`src/rtl/instr_fetch_unit.sv`:
```
// Instruction fetch unit: holds the PC, splits the fetched word into decoder fields,
// computes the next PC from branch/jump/zero, and runs an IDLE/RUN/HALT sequencer.
//
// state  | meaning
// IDLE   | after reset; PC held, no fetch issued to the decoder, waits for start
// RUN    | one instruction fetched and retired per cycle
// HALT   | stopped on a halt opcode or fetch fault; PC frozen, waits for start
module instr_fetch_unit #(
    parameter logic [31:0] RESET_PC    = 32'h0000_0000,
    parameter int          IMEM_WORDS  = 64,
    parameter logic [5:0]  HALT_OPCODE = 6'b111111,
    localparam int         AW          = $clog2(IMEM_WORDS)
) (
    input  logic          CLK,
    input  logic          RST_n,
    input  logic          start,
    output logic [AW-1:0] imem_addr,
    input  logic [31:0]   imem_data,
    input  logic          branch,
    input  logic          jump,
    input  logic          zero,
    output logic [31:0]   pc,
    output logic [31:0]   pc_plus4,
    output logic [31:0]   instr,
    output logic          instr_valid,
    output logic [5:0]    opcode,
    output logic [5:0]    funct,
    output logic [4:0]    rs,
    output logic [4:0]    rt,
    output logic [4:0]    rd,
    output logic [4:0]    shamt,
    output logic [15:0]   imm16,
    output logic          halted,
    output logic          fault,
    output logic [31:0]   retired
);

    typedef enum logic [1:0] {
        S_IDLE = 2'd0,
        S_RUN  = 2'd1,
        S_HALT = 2'd2
    } state_t;

    state_t      state_q;
    logic [31:0] pc_q;
    logic [31:0] retired_q;
    logic        fault_q;
    logic        halted_q;
    logic        valid_q;

    logic [31:0] pc_d;
    logic [31:0] retired_d;
    logic [31:0] br_off;
    logic        range_ok;

    assign pc        = pc_q;
    assign pc_plus4  = pc_q + 32'd4;
    assign imem_addr = pc_q[AW+1:2];

    // valid_q mirrors state_q == S_RUN, so the word is gated outside RUN
    assign instr  = valid_q ? imem_data : 32'h0;
    assign opcode = instr[31:26];
    assign rs     = instr[25:21];
    assign rt     = instr[20:16];
    assign rd     = instr[15:11];
    assign shamt  = instr[10:6];
    assign funct  = instr[5:0];
    assign imm16  = instr[15:0];

    assign instr_valid = valid_q;
    assign halted      = halted_q;
    assign fault       = fault_q;
    assign retired     = retired_q;

    assign range_ok  = (pc_q[31:AW+2] == '0) && (pc_q[1:0] == 2'b00);
    assign br_off    = {{14{instr[15]}}, instr[15:0], 2'b00};
    assign retired_d = (retired_q == 32'hFFFF_FFFF) ? retired_q : retired_q + 32'd1;

    always_comb begin
        pc_d = pc_plus4;
        if (jump) begin
            pc_d = {pc_plus4[31:28], instr[25:0], 2'b00};
        end else if (branch && zero) begin
            pc_d = pc_plus4 + br_off;
        end
    end

    always_ff @(posedge CLK or negedge RST_n) begin
        if (!RST_n) begin
            state_q   <= S_IDLE;
            pc_q      <= RESET_PC;
            retired_q <= 32'h0;
            fault_q   <= 1'b0;
            halted_q  <= 1'b0;
            valid_q   <= 1'b0;
        end else begin
            case (state_q)
                S_IDLE, S_HALT: begin
                    if (start) begin
                        state_q   <= S_RUN;
                        pc_q      <= RESET_PC;
                        retired_q <= 32'h0;
                        fault_q   <= 1'b0;
                        halted_q  <= 1'b0;
                        valid_q   <= 1'b1;
                    end
                end
                S_RUN: begin
                    // A bad fetch address outranks whatever the memory returned
                    if (!range_ok) begin
                        state_q  <= S_HALT;
                        fault_q  <= 1'b1;
                        halted_q <= 1'b1;
                        valid_q  <= 1'b0;
                    end else if (opcode == HALT_OPCODE) begin
                        state_q  <= S_HALT;
                        halted_q <= 1'b1;
                        valid_q  <= 1'b0;
                    end else begin
                        pc_q      <= pc_d;
                        retired_q <= retired_d;
                    end
                end
                default: begin
                    state_q  <= S_IDLE;
                    halted_q <= 1'b0;
                    valid_q  <= 1'b0;
                end
            endcase
        end
    end

endmodule

```
`config.mk`:
```
export PLATFORM = sky130hd
export DESIGN_NAME = instr_fetch_unit
export DESIGN_NICKNAME = d
export VERILOG_FILES = /design/src/rtl/instr_fetch_unit.sv
export SDC_FILE = /design/constraint.sdc
export NUM_CORES = 1
export LEC_CHECK = 0
export CAP_MARGIN = 25
export CORE_MARGIN = 2
export CORE_UTILIZATION = 51
export CTS_BUF_LIST = sky130_fd_sc_hd__clkbuf_4
export DETAILED_ROUTE_END_ITERATION = 8
export GPL_TIMING_DRIVEN = 0
export PLACE_DENSITY = 0.91
export SLEW_MARGIN = 20
export SYNTH_ARGS = -nofsm -noshare
export SYNTH_HDL_FRONTEND = slang
export SYNTH_SLANG_ARGS = --single-unit
```
`constraint.sdc`:
```
create_clock -name CLK -period 6.35 [get_ports CLK]
set_input_delay 0.9525 -clock CLK [delete_from_list [all_inputs] [get_ports CLK]]
set_output_delay 0.9525 -clock CLK [all_outputs]
set_load 0.02 [all_outputs]
```
==> results.json, run 1 <==
{
  "status": "finished clean",
  "design.die.area_sq_um": 13200,
  "grt_overflow": 0,
  "synth-seq-area-share_pct": 26.4,
  "max_slew_margin_pct": 46.3,
  "finalSetupTns_ns": 0,
  "crit_type": "reg2reg",
  "ff2ff_setup_slack_ns": 1.83,
  "cts_hold_repair.buffers": 0,
  "routedWlPerCell_microns": 17.9,
  "arrival_ns": 4.81,
  "worstReg2RegStart": "pc[5]",
  "io_pins": 223,
  "cts_resized": 0,
  "drive_gt1_share_pct": 10.9,
  "cts_tree": "built",
  "synth_area_leaders": "dfrtp_1, buf_4, xnor2_1, ha_1, nand2_1",
  "drt_first_pass_iters": 6,
  "cts_root_buf": "clkbuf_4",
  "p_switching_mw": 1.38,
  "place_area_sq_um": 8640,
  "reg2reg_depth": 16,
  "startpoint": "pc[5]",
  "drtAntennaViolNets": 0,
  "p_int_mw": 1.45,
  "final_common_cell": "clkdlybuf4s50_1",
  "fin_ws_ns": 1.83,
  "crit_buf_inv": 1,
  "tightest_slew_ns": 0.785,
  "cp_common_cell": "a21oi_1",
  "synth_top_area_cell": "dfrtp_1",
  "switching_share_pct": 48.6,
  "cts.sinks": 66,
  "rsz0062_at_grt": "no",
  "wl_microns": 20900,
  "timing_hold_violations_final": 0,
  "grt_pass1_vias": 6203,
  "drt_iter0_drc": 766,
  "final_core_util_pct": 73.4,
  "synth_edf_count": 0,
  "cpPeakStageDelay_ns": 0.50,
  "drc": 0,
  "crit_path_start_kind": "flop",
  "synthesis.instances": 783,
  "setup-violations-final": 0,
  "htreeDepth": 3,
  "port_buffers": 217,
  "final_cell_area_sq_um": 8780,
  "syn_avg_cell_area_sq_um": 7.98,
  "yosysWarnings": 0,
  "slew_viol_final": 0,
  "post-place-ws_ns": 1.98,
  "numCtsBuffers": 9,
  "synth_area_sq_um": 6250,
  "ys_seq_elements": 66,
  "antenna_cells": 0,
  "synth_ff_type": "dfrtp_1",
  "layout.cells.most_common_list": "clkdlybuf4s50_1, nand2_1, dfrtp_1",
  "post_cts_buffers": 0,
  "hold_slack_ns": 0.349,
  "path_delay_family": "compound AO/OA/AOI/OAI gates",
  "die_w_microns": 115,
  "coreArea_sq_um": 12000,
  "place_congestion": 0.991,
  "period_share_pct": 71.2,
  "grt_pass1_wl_microns": 32500,
  "period_needed_ns": 4.52,
  "grt_usage_pct": 31.4,
  "synthToLayoutAreaGrowth_pct": 40.5,
  "fin_worst_skew_ns": 0.0202,
  "grt_max_degree": 56,
  "reg2reg_to": "pc[21]",
  "place_hpwl_microns": 16300,
  "clkPwrFrac_pct": 10.0,
  "finalPower_mw": 2.83,
  "synth_top_area_share_pct": 26.4,
  "ir_worst_vdd_v": 0.000157,
  "start_util_pct": 52.2,
  "nets": 1086,
  "crit_fanout": 7,
  "cp_data_required_time_ns": 6.64,
  "cp-end-kind": "flop",
  "num_rows": 40,
  "power_frac_comb_pct": 69.3,
  "worstPathCellList": "and4_1 > and3_1 > and3_1 > clkbuf_1 > nand4_1 > xnor2_1 > ha_1 > a21o_1 > a21oi_1 > o21ai_0 > a21oi_1 > o21ai_0 > a21boi_0 > mux2i_1 > a21oi_1 > o2bb2ai_1",
  "async_flop_share_pct": 100,
  "p_leak_nw": 3.91,
  "via_count": 6782,
  "dp.cells": 1151,
  "cap_violations": 0,
  "holdCritPathClass": "in2async",
  "clockBufferDepth": 2,
  "p_seq_share_pct": 20.7,
  "slowest_stage": "dfrtp_1",
  "die_y_microns": 115,
  "yosysUniqueCellTypes": 71,
  "vias_per_cell": 5.81,
  "final_cells": 1167,
  "clk_latency_ns": 0.43,
  "antenna_found_initial": 0,
  "fillers": 925,
  "fmax_mhz": 221,
  "p_per_area_nw_per_um2": 322,
  "clkTransAtPathRegs_ns": 0.13
}
-- layer usage --
layer / up-vias / GRT usage, % / routed length (microns)
met2: 405 / 52.3 / 9930
li1: 3182 / - / -
met1: 3154 / 42.0 / 8380
met5: - / 0 / 0
met3: 41 / 5.56 / 2180
met4: 0 / 8.59 / 427
-- layout make-up --
class                   instances  area (sq um)  area share [%]
repair buffers                218          2200            25.0
multi-input cells             606          3940            44.8
flip-flops and latches         66          1650            18.8
plain buffers                  93           593            6.76
clock inverters                 7          68.8           0.784
inverters                      21          78.8           0.898
clock buffers                   9          67.6           0.770
well taps                     147           184            2.10
-- flip-flops by register name, indices dropped and copies added, names as in the netlist --
| register | flops |
|---|---|
| retired | 32 |
| state_q | 2 |
| pc | 30 |
| fault | 1 |
| instr_valid | 1 |
-- cells by family (layout without fill, tap and decap cells) --
| logic type | after synthesis | count (layout) | share of synthesized area, % |
|---|---|---|---|
| buf+inv | 114 | 348 | 10.8 |
| xor+xnor | 75 | 75 | 10.6 |
| flops | 66 | 66 | 26.4 |
| mux | 5 | 5 | 0.801 |
| other cells | 1 | 4 | 0.0600 |
| simple gates | 305 | 305 | 25.3 |
| fa+ha+maj | 33 | 33 | 6.73 |
| compound gates | 184 | 184 | 19.3 |
-- Yosys cell counts, types with 10 or more instances --
cell type / instances
nand2_1: 81
dfrtp_1: 66
nor2_1: 63
buf_4: 58
a21oi_1: 54
xnor2_1: 49
o21ai_0: 38
and2_1: 36
ha_1: 32
nand3_1: 32
clkbuf_1: 27
xor2_1: 25
inv_1: 21
nand4_1: 21
a21o_1: 20
a211oi_1: 14
and3_1: 10
nor3_1: 10
-- power by group through the flow --
stage	clock, mW	combinational (mW)	sequential (mW)
final	0.282	1.96	0.585
after global routing	0.302	2.09	0.593
after CTS	0.282	1.95	0.580
after detailed placement	0	1.94	0.587
after global placement	0	1.91	0.587
after floorplan	0	1.12	0.621
-- worst max path at each step --
| stage | to | slack [ns] | cells after the start |
|---|---|---|---|
| 2_1_floorplan | pc[30] | 2.46 | 16 |
| 3_3_place_gp | pc[27] | 2.00 | 11 |
| 3_5_place_dp | pc[27] | 1.98 | 11 |
| 4_1_cts | pc_plus4[28] | 1.95 | 9 |
| 5_1_grt | pc[21] | 1.54 | 16 |
| 6_report | pc[21] | 1.83 | 16 |
-- worst register-to-register path, cell delays in order (launching register included) --
cell	delay, ns
dfrtp_1	0.50
and4_1	0.28
and3_1	0.33
and3_1	0.19
clkbuf_1	0.33
nand4_1	0.18
xnor2_1	0.37
ha_1	0.40
a21o_1	0.22
a21oi_1	0.13
o21ai_0	0.10
a21oi_1	0.13
o21ai_0	0.24
a21boi_0	0.40
mux2i_1	0.13
a21oi_1	0.32
o2bb2ai_1	0.12
(Power assumes the default switching activity.)
==> run 2: changes to the inputs <==
Settings changed: CORE_UTILIZATION 51 to 43, PLACE_DENSITY 0.91 to 0.82.
Clock period 6.35 ns to 4.1 ns, I/O delays scaled along.
==> run 2 against run 1 <==
Sequential cell count is the same. Sequential power grew 56%. Clock skew shrank 0.0043 ns. Clock power grew 74%. Critical path type unchanged.
==> results.json, run 2 (synthesis gave the netlist of run 1 again) <==
{
  "cp_data_required_time_ns": 4.38,
  "final_common_cell": "clkdlybuf4s50_1",
  "finalPower_mw": 4.48,
  "status": "finished clean",
  "cts_root_buf": "clkbuf_4",
  "p_per_area_nw_per_um2": 501,
  "place_hpwl_microns": 16600,
  "port_buffers": 217,
  "die_w_microns": 125,
  "cp-end-kind": "flop",
  "crit_type": "reg2reg",
  "cap_violations": 0,
  "clkTransAtPathRegs_ns": 0.12,
  "final_cell_area_sq_um": 8920,
  "final_cells": 1205,
  "vias_per_cell": 5.55,
  "p_switching_mw": 2.14,
  "grt_max_degree": 40,
  "timing_hold_violations_final": 0,
  "holdCritPathClass": "in2async",
  "antenna_found_initial": 0,
  "antenna_cells": 0,
  "dp.cells": 1188,
  "power_frac_comb_pct": 68.6,
  "drt_iter0_drc": 480,
  "setup-violations-final": 0,
  "fillers": 1252,
  "via_count": 6689,
  "htreeDepth": 3,
  "fmax_mhz": 255,
  "slew_viol_final": 0,
  "fin_ws_ns": 0.183,
  "layout.cells.most_common_list": "clkdlybuf4s50_1, nand2_1, nor2_1",
  "cts_hold_repair.buffers": 0,
  "p_seq_share_pct": 20.4,
  "clkPwrFrac_pct": 11.0,
  "cts_tree": "built",
  "drive_gt1_share_pct": 12.7,
  "drt_first_pass_iters": 5,
  "cts.sinks": 66,
  "period_share_pct": 95.5,
  "period_needed_ns": 3.92,
  "switching_share_pct": 47.9,
  "arrival_ns": 4.20,
  "num_rows": 44,
  "p_int_mw": 2.33,
  "ir_worst_vdd_v": 0.000297,
  "place_area_sq_um": 8680,
  "crit_path_start_kind": "flop",
  "design.die.area_sq_um": 15500,
  "io_pins": 223,
  "crit_fanout": 10,
  "clockBufferDepth": 2,
  "max_slew_margin_pct": 51.7,
  "drc": 0,
  "die_y_microns": 125,
  "drtAntennaViolNets": 0,
  "largest_reg_flops": 32,
  "post-place-ws_ns": -0.316,
  "hold_slack_ns": 0.0982,
  "place_congestion": 0.922,
  "synthToLayoutAreaGrowth_pct": 42.8,
  "grt_usage_pct": 27.2,
  "p_leak_nw": 3.95,
  "finalSetupTns_ns": 0,
  "wl_microns": 21300,
  "nets": 1087,
  "start_util_pct": 43.5,
  "grt_pass1_vias": 6440,
  "grt_pass1_wl_microns": 34200,
  "tightest_slew_ns": 0.722,
  "grt_overflow": 0,
  "reg2reg_depth": 13,
  "clk_latency_ns": 0.42,
  "numCtsBuffers": 9,
  "coreArea_sq_um": 14400,
  "routedWlPerCell_microns": 17.7,
  "final_core_util_pct": 62.1,
  "fin_worst_skew_ns": 0.0159
}
run 2: changes by cell type in the layout (fill, tap and decap cells not counted), sizes merged:
| cell | change |
|---|---|
| inv | -1 |
| clkbuf | -1 |
| bufinv | +1 |
| clkinv | -1 |
| buf | +3 |
run 2: what timing repair did:
action / 4_1_cts / 5_1_grt
setup endpoints to repair: 10 / 13
pin swaps: 0 / 1
buffers inserted: 0 / 3
gates resized for setup: 5 / 16
run 2: final cells by class:
type                       instances  area, sq um  share of cell area (%)
timing repair buffer             221         2210                    24.8
buffer                            91          586                    6.56
multi-input combinational        606         4010                    44.9
tap                              184          230                    2.58
clock buffer                      10         75.1                   0.841
sequential                        66         1660                    18.6
clock inverter                     6         81.3                   0.911
inverter                          21         78.8                   0.883
run 2: path summary, 6_finish.rpt:
kind / from / endpoint / slack, ns
min reg2reg: fault / fault / 0.51
min: RST_n / retired[28] / 0.1
max: instr_valid / pc[20] / 0.18
max reg2reg: instr_valid / pc[20] / 0.18
min in group CLK: fault / fault / 0.51
max in group asynchronous: RST_n / pc[24] / 3.45
run 2: metal layers:
layer	vias up	GRT usage, %	part of all wire (%)
li1	3182	-	-
met1	3122	35.0	41
met2	340	44.9	48
met3	45	6.70	8.6
met4	0	9.05	3.1
met5	-	0	0
run 2: power groups by stage:
stage	Combinational, mW	Sequential [mW]	Clock, mW
finish	3.07	0.915	0.490
global route	3.29	0.929	0.525
floorplan	1.73	0.962	0
global placement	2.99	0.911	0
CTS	3.03	0.908	0.501
detailed placement	3.01	0.916	0
run 2: worst max-delay path, cell delays in order, from the launching register on:
cell and delay, ns:
dfrtp_1 0.54, clkbuf_1 0.32, and2_1 0.28, ha_1 0.23, fa_1 0.42, a211o_1 0.30, a21oi_1 0.33, a21oi_1 0.19
a21bo_2 0.28, a21oi_1 0.20, xor2_1 0.22, nor2_1 0.06, a211oi_1 0.30, o31ai_1 0.11
==> run 3: changes to the inputs <==
Settings changed: REMOVE_ABC_BUFFERS set to 1.
==> run 3 against run 2 <==
Sequential share of layout area up 1.3 points. Critical path depth up 2. Critical path type unchanged. Total power shrank 6.3%. Hold slack lost 0.062 ns. Largest cell class unchanged. Highest routed layer unchanged. Via count shrank 6.7%.
==> results.json, run 3 (synthesis gave the netlist of run 1 again) <==
{
  "layout.cells.most_common_list": "clkdlybuf4s50_1, nand2_1, nor2_1",
  "drt_iter0_drc": 447,
  "grt_usage_pct": 23.7,
  "vias_per_cell": 5.59,
  "port_buffers": 218,
  "cp_common_cell": "and3_2",
  "max_slew_margin_pct": 33.4,
  "antenna_found_initial": 1,
  "final-seq-area_sq_um": 1660,
  "cpPeakStageDelay_ns": 0.47,
  "grt_pass1_wl_microns": 30000,
  "crit_path_start_kind": "flop",
  "die_w_microns": 125,
  "setup-violations-final": 0,
  "place_hpwl_microns": 14500,
  "p_leak_nw": 3.57,
  "clk_latency_ns": 0.43,
  "clockBufferDepth": 2,
  "startpoint": "pc[5]",
  "clkTransAtPathRegs_ns": 0.11,
  "worstReg2RegStart": "pc[5]",
  "worstPathCellList": "and4_1 > and3_2 > and2_2 > and3_2 > xor2_1 > ha_2 > nand4_1 > or2_0 > a211oi_2 > o211ai_1 > nand2_1 > a21oi_2 > o31ai_2 > xnor2_1 > o41ai_1",
  "period_share_pct": 94.6,
  "fillers": 1295,
  "cts.sinks": 66,
  "synthToLayoutAreaGrowth_pct": 33.5,
  "largest_reg_flops": 32,
  "grt_max_degree": 52,
  "grt_overflow": 0,
  "status": "finished clean",
  "via_count": 6238,
  "final_cell_area_sq_um": 8340,
  "numCtsBuffers": 9,
  "fin_worst_skew_ns": 0.00694,
  "arrival_ns": 4.21,
  "path_delay_family": "simple AND/OR/NAND/NOR gates",
  "final_common_cell": "clkdlybuf4s50_1",
  "crit_type": "reg2reg",
  "htreeDepth": 3,
  "drive_gt1_share_pct": 7.10,
  "die_y_microns": 125,
  "dp.cells": 1097,
  "reg2reg_depth": 15,
  "drtAntennaViolNets": 0,
  "cp_data_required_time_ns": 4.43,
  "num_rows": 44,
  "period_needed_ns": 3.88,
  "slowest_stage": "dfrtp_2",
  "design.die.area_sq_um": 15500,
  "multi_input_area_sq_um": 4000,
  "coreArea_sq_um": 14400,
  "drt_first_pass_iters": 5,
  "nets": 996,
  "slew_viol_final": 0,
  "holdCritPathClass": "in2async",
  "fmax_mhz": 258,
  "timing_hold_violations_final": 0,
  "io_pins": 223,
  "tightest_slew_ns": 0.998,
  "drc": 0,
  "grt_pass1_vias": 5663,
  "reg2reg_to": "pc[30]",
  "start_util_pct": 43.5,
  "crit_buf_inv": 0,
  "cap_violations": 0,
  "cts_tree": "built",
  "cp-end-kind": "flop",
  "wl_microns": 18900,
  "place_area_sq_um": 8140,
  "final_cells": 1115,
  "ir_worst_vdd_v": 0.000277,
  "ff2ff_setup_slack_ns": 0.22,
  "crit_fanout": 7,
  "p_per_area_nw_per_um2": 503,
  "routedWlPerCell_microns": 17.0,
  "place_congestion": 0.914,
  "cts_root_buf": "clkbuf_4"
}
[run 3: cell count changes in the layout (fill, tap and decap cells not counted), moves of 2 or more]
| cell | previous run | this run |
|---|---|---|
| buf_2 | 4 | 1 |
| xnor2_2 | 5 | 3 |
| xnor2_1 | 45 | 47 |
| clkbuf_1 | 25 | 0 |
| clkinv_2 | 2 | 4 |
| clkbuf_8 | 2 | 0 |
| buf_4 | 62 | 2 |
[run 3: cell type report]
type	instances	area share, %
diodes	1	0.0300
clock buffers	9	0.810
clock inverters	7	1.00
inverters	21	0.990
multi-input cells	606	47.9
flip-flops and latches	66	19.9
well taps	184	2.76
repair buffers	221	26.7
[run 3: repair_timing]
item,in CTS,in global routing
pin swaps,0,1
hold buffers,0,0
setup endpoints to repair,3,14
setup buffers,0,1
resized for setup,2,14
[run 3: worst max path at each step]
stage                 endpoint  cells past startpoint  slack, ns
floorplan               pc[30]                     15       0.18
global placement    retired[5]                      7      -0.77
detailed placement      pc[30]                     12      -0.16
CTS                     pc[29]                     15      0.006
global route            pc[30]                     15      -0.01
finish                  pc[30]                     15       0.22
[run 3: power breakdown]
part	internal, mW	switching, mW	total (mW)
Clock	0.241	0.246	0.487
Sequential	0.742	0.195	0.937
Combinational	1.17	1.61	2.77
[run 3: metrics by stage]
stage / util (%) / setup WS [ns] / setup TNS [ns] / hold slack (ns) / total power, mW
after global placement: 56.2 / -0.765 / -11.34 / 0.470 / 3.60
final: 58.1 / 0.222 / 0 / 0.0359 / 4.19
after detailed placement: 56.7 / -0.158 / -0.250 / 0.476 / 3.68
after global routing: 58.1 / -0.00979 / -0.00979 / 0.0330 / 4.45
after CTS: 57.8 / 0.00560 / 0 / 0.0224 / 4.18
after floorplan: - / 0.176 / 0 / 0.319 / 2.45
[run 3: per-layer routing]
metal	global-route usage [%]	wire length [microns]	vias to the layer above
met3	2.92	1270	33
li1	-	-	3007
met2	40.1	9150	246
met1	31.1	8060	2952
met5	0	0	-
met4	8.39	448	0
[run 3: worst reg2reg max path: stages, from the launching register on]
cell	delay, ns
dfrtp_2	0.47
and4_1	0.23
and3_2	0.27
and2_2	0.27
and3_2	0.23
xor2_1	0.19
ha_2	0.43
nand4_1	0.12
or2_0	0.25
a211oi_2	0.31
o211ai_1	0.17
nand2_1	0.18
a21oi_2	0.10
o31ai_2	0.22
xnor2_1	0.10
o41ai_1	0.23
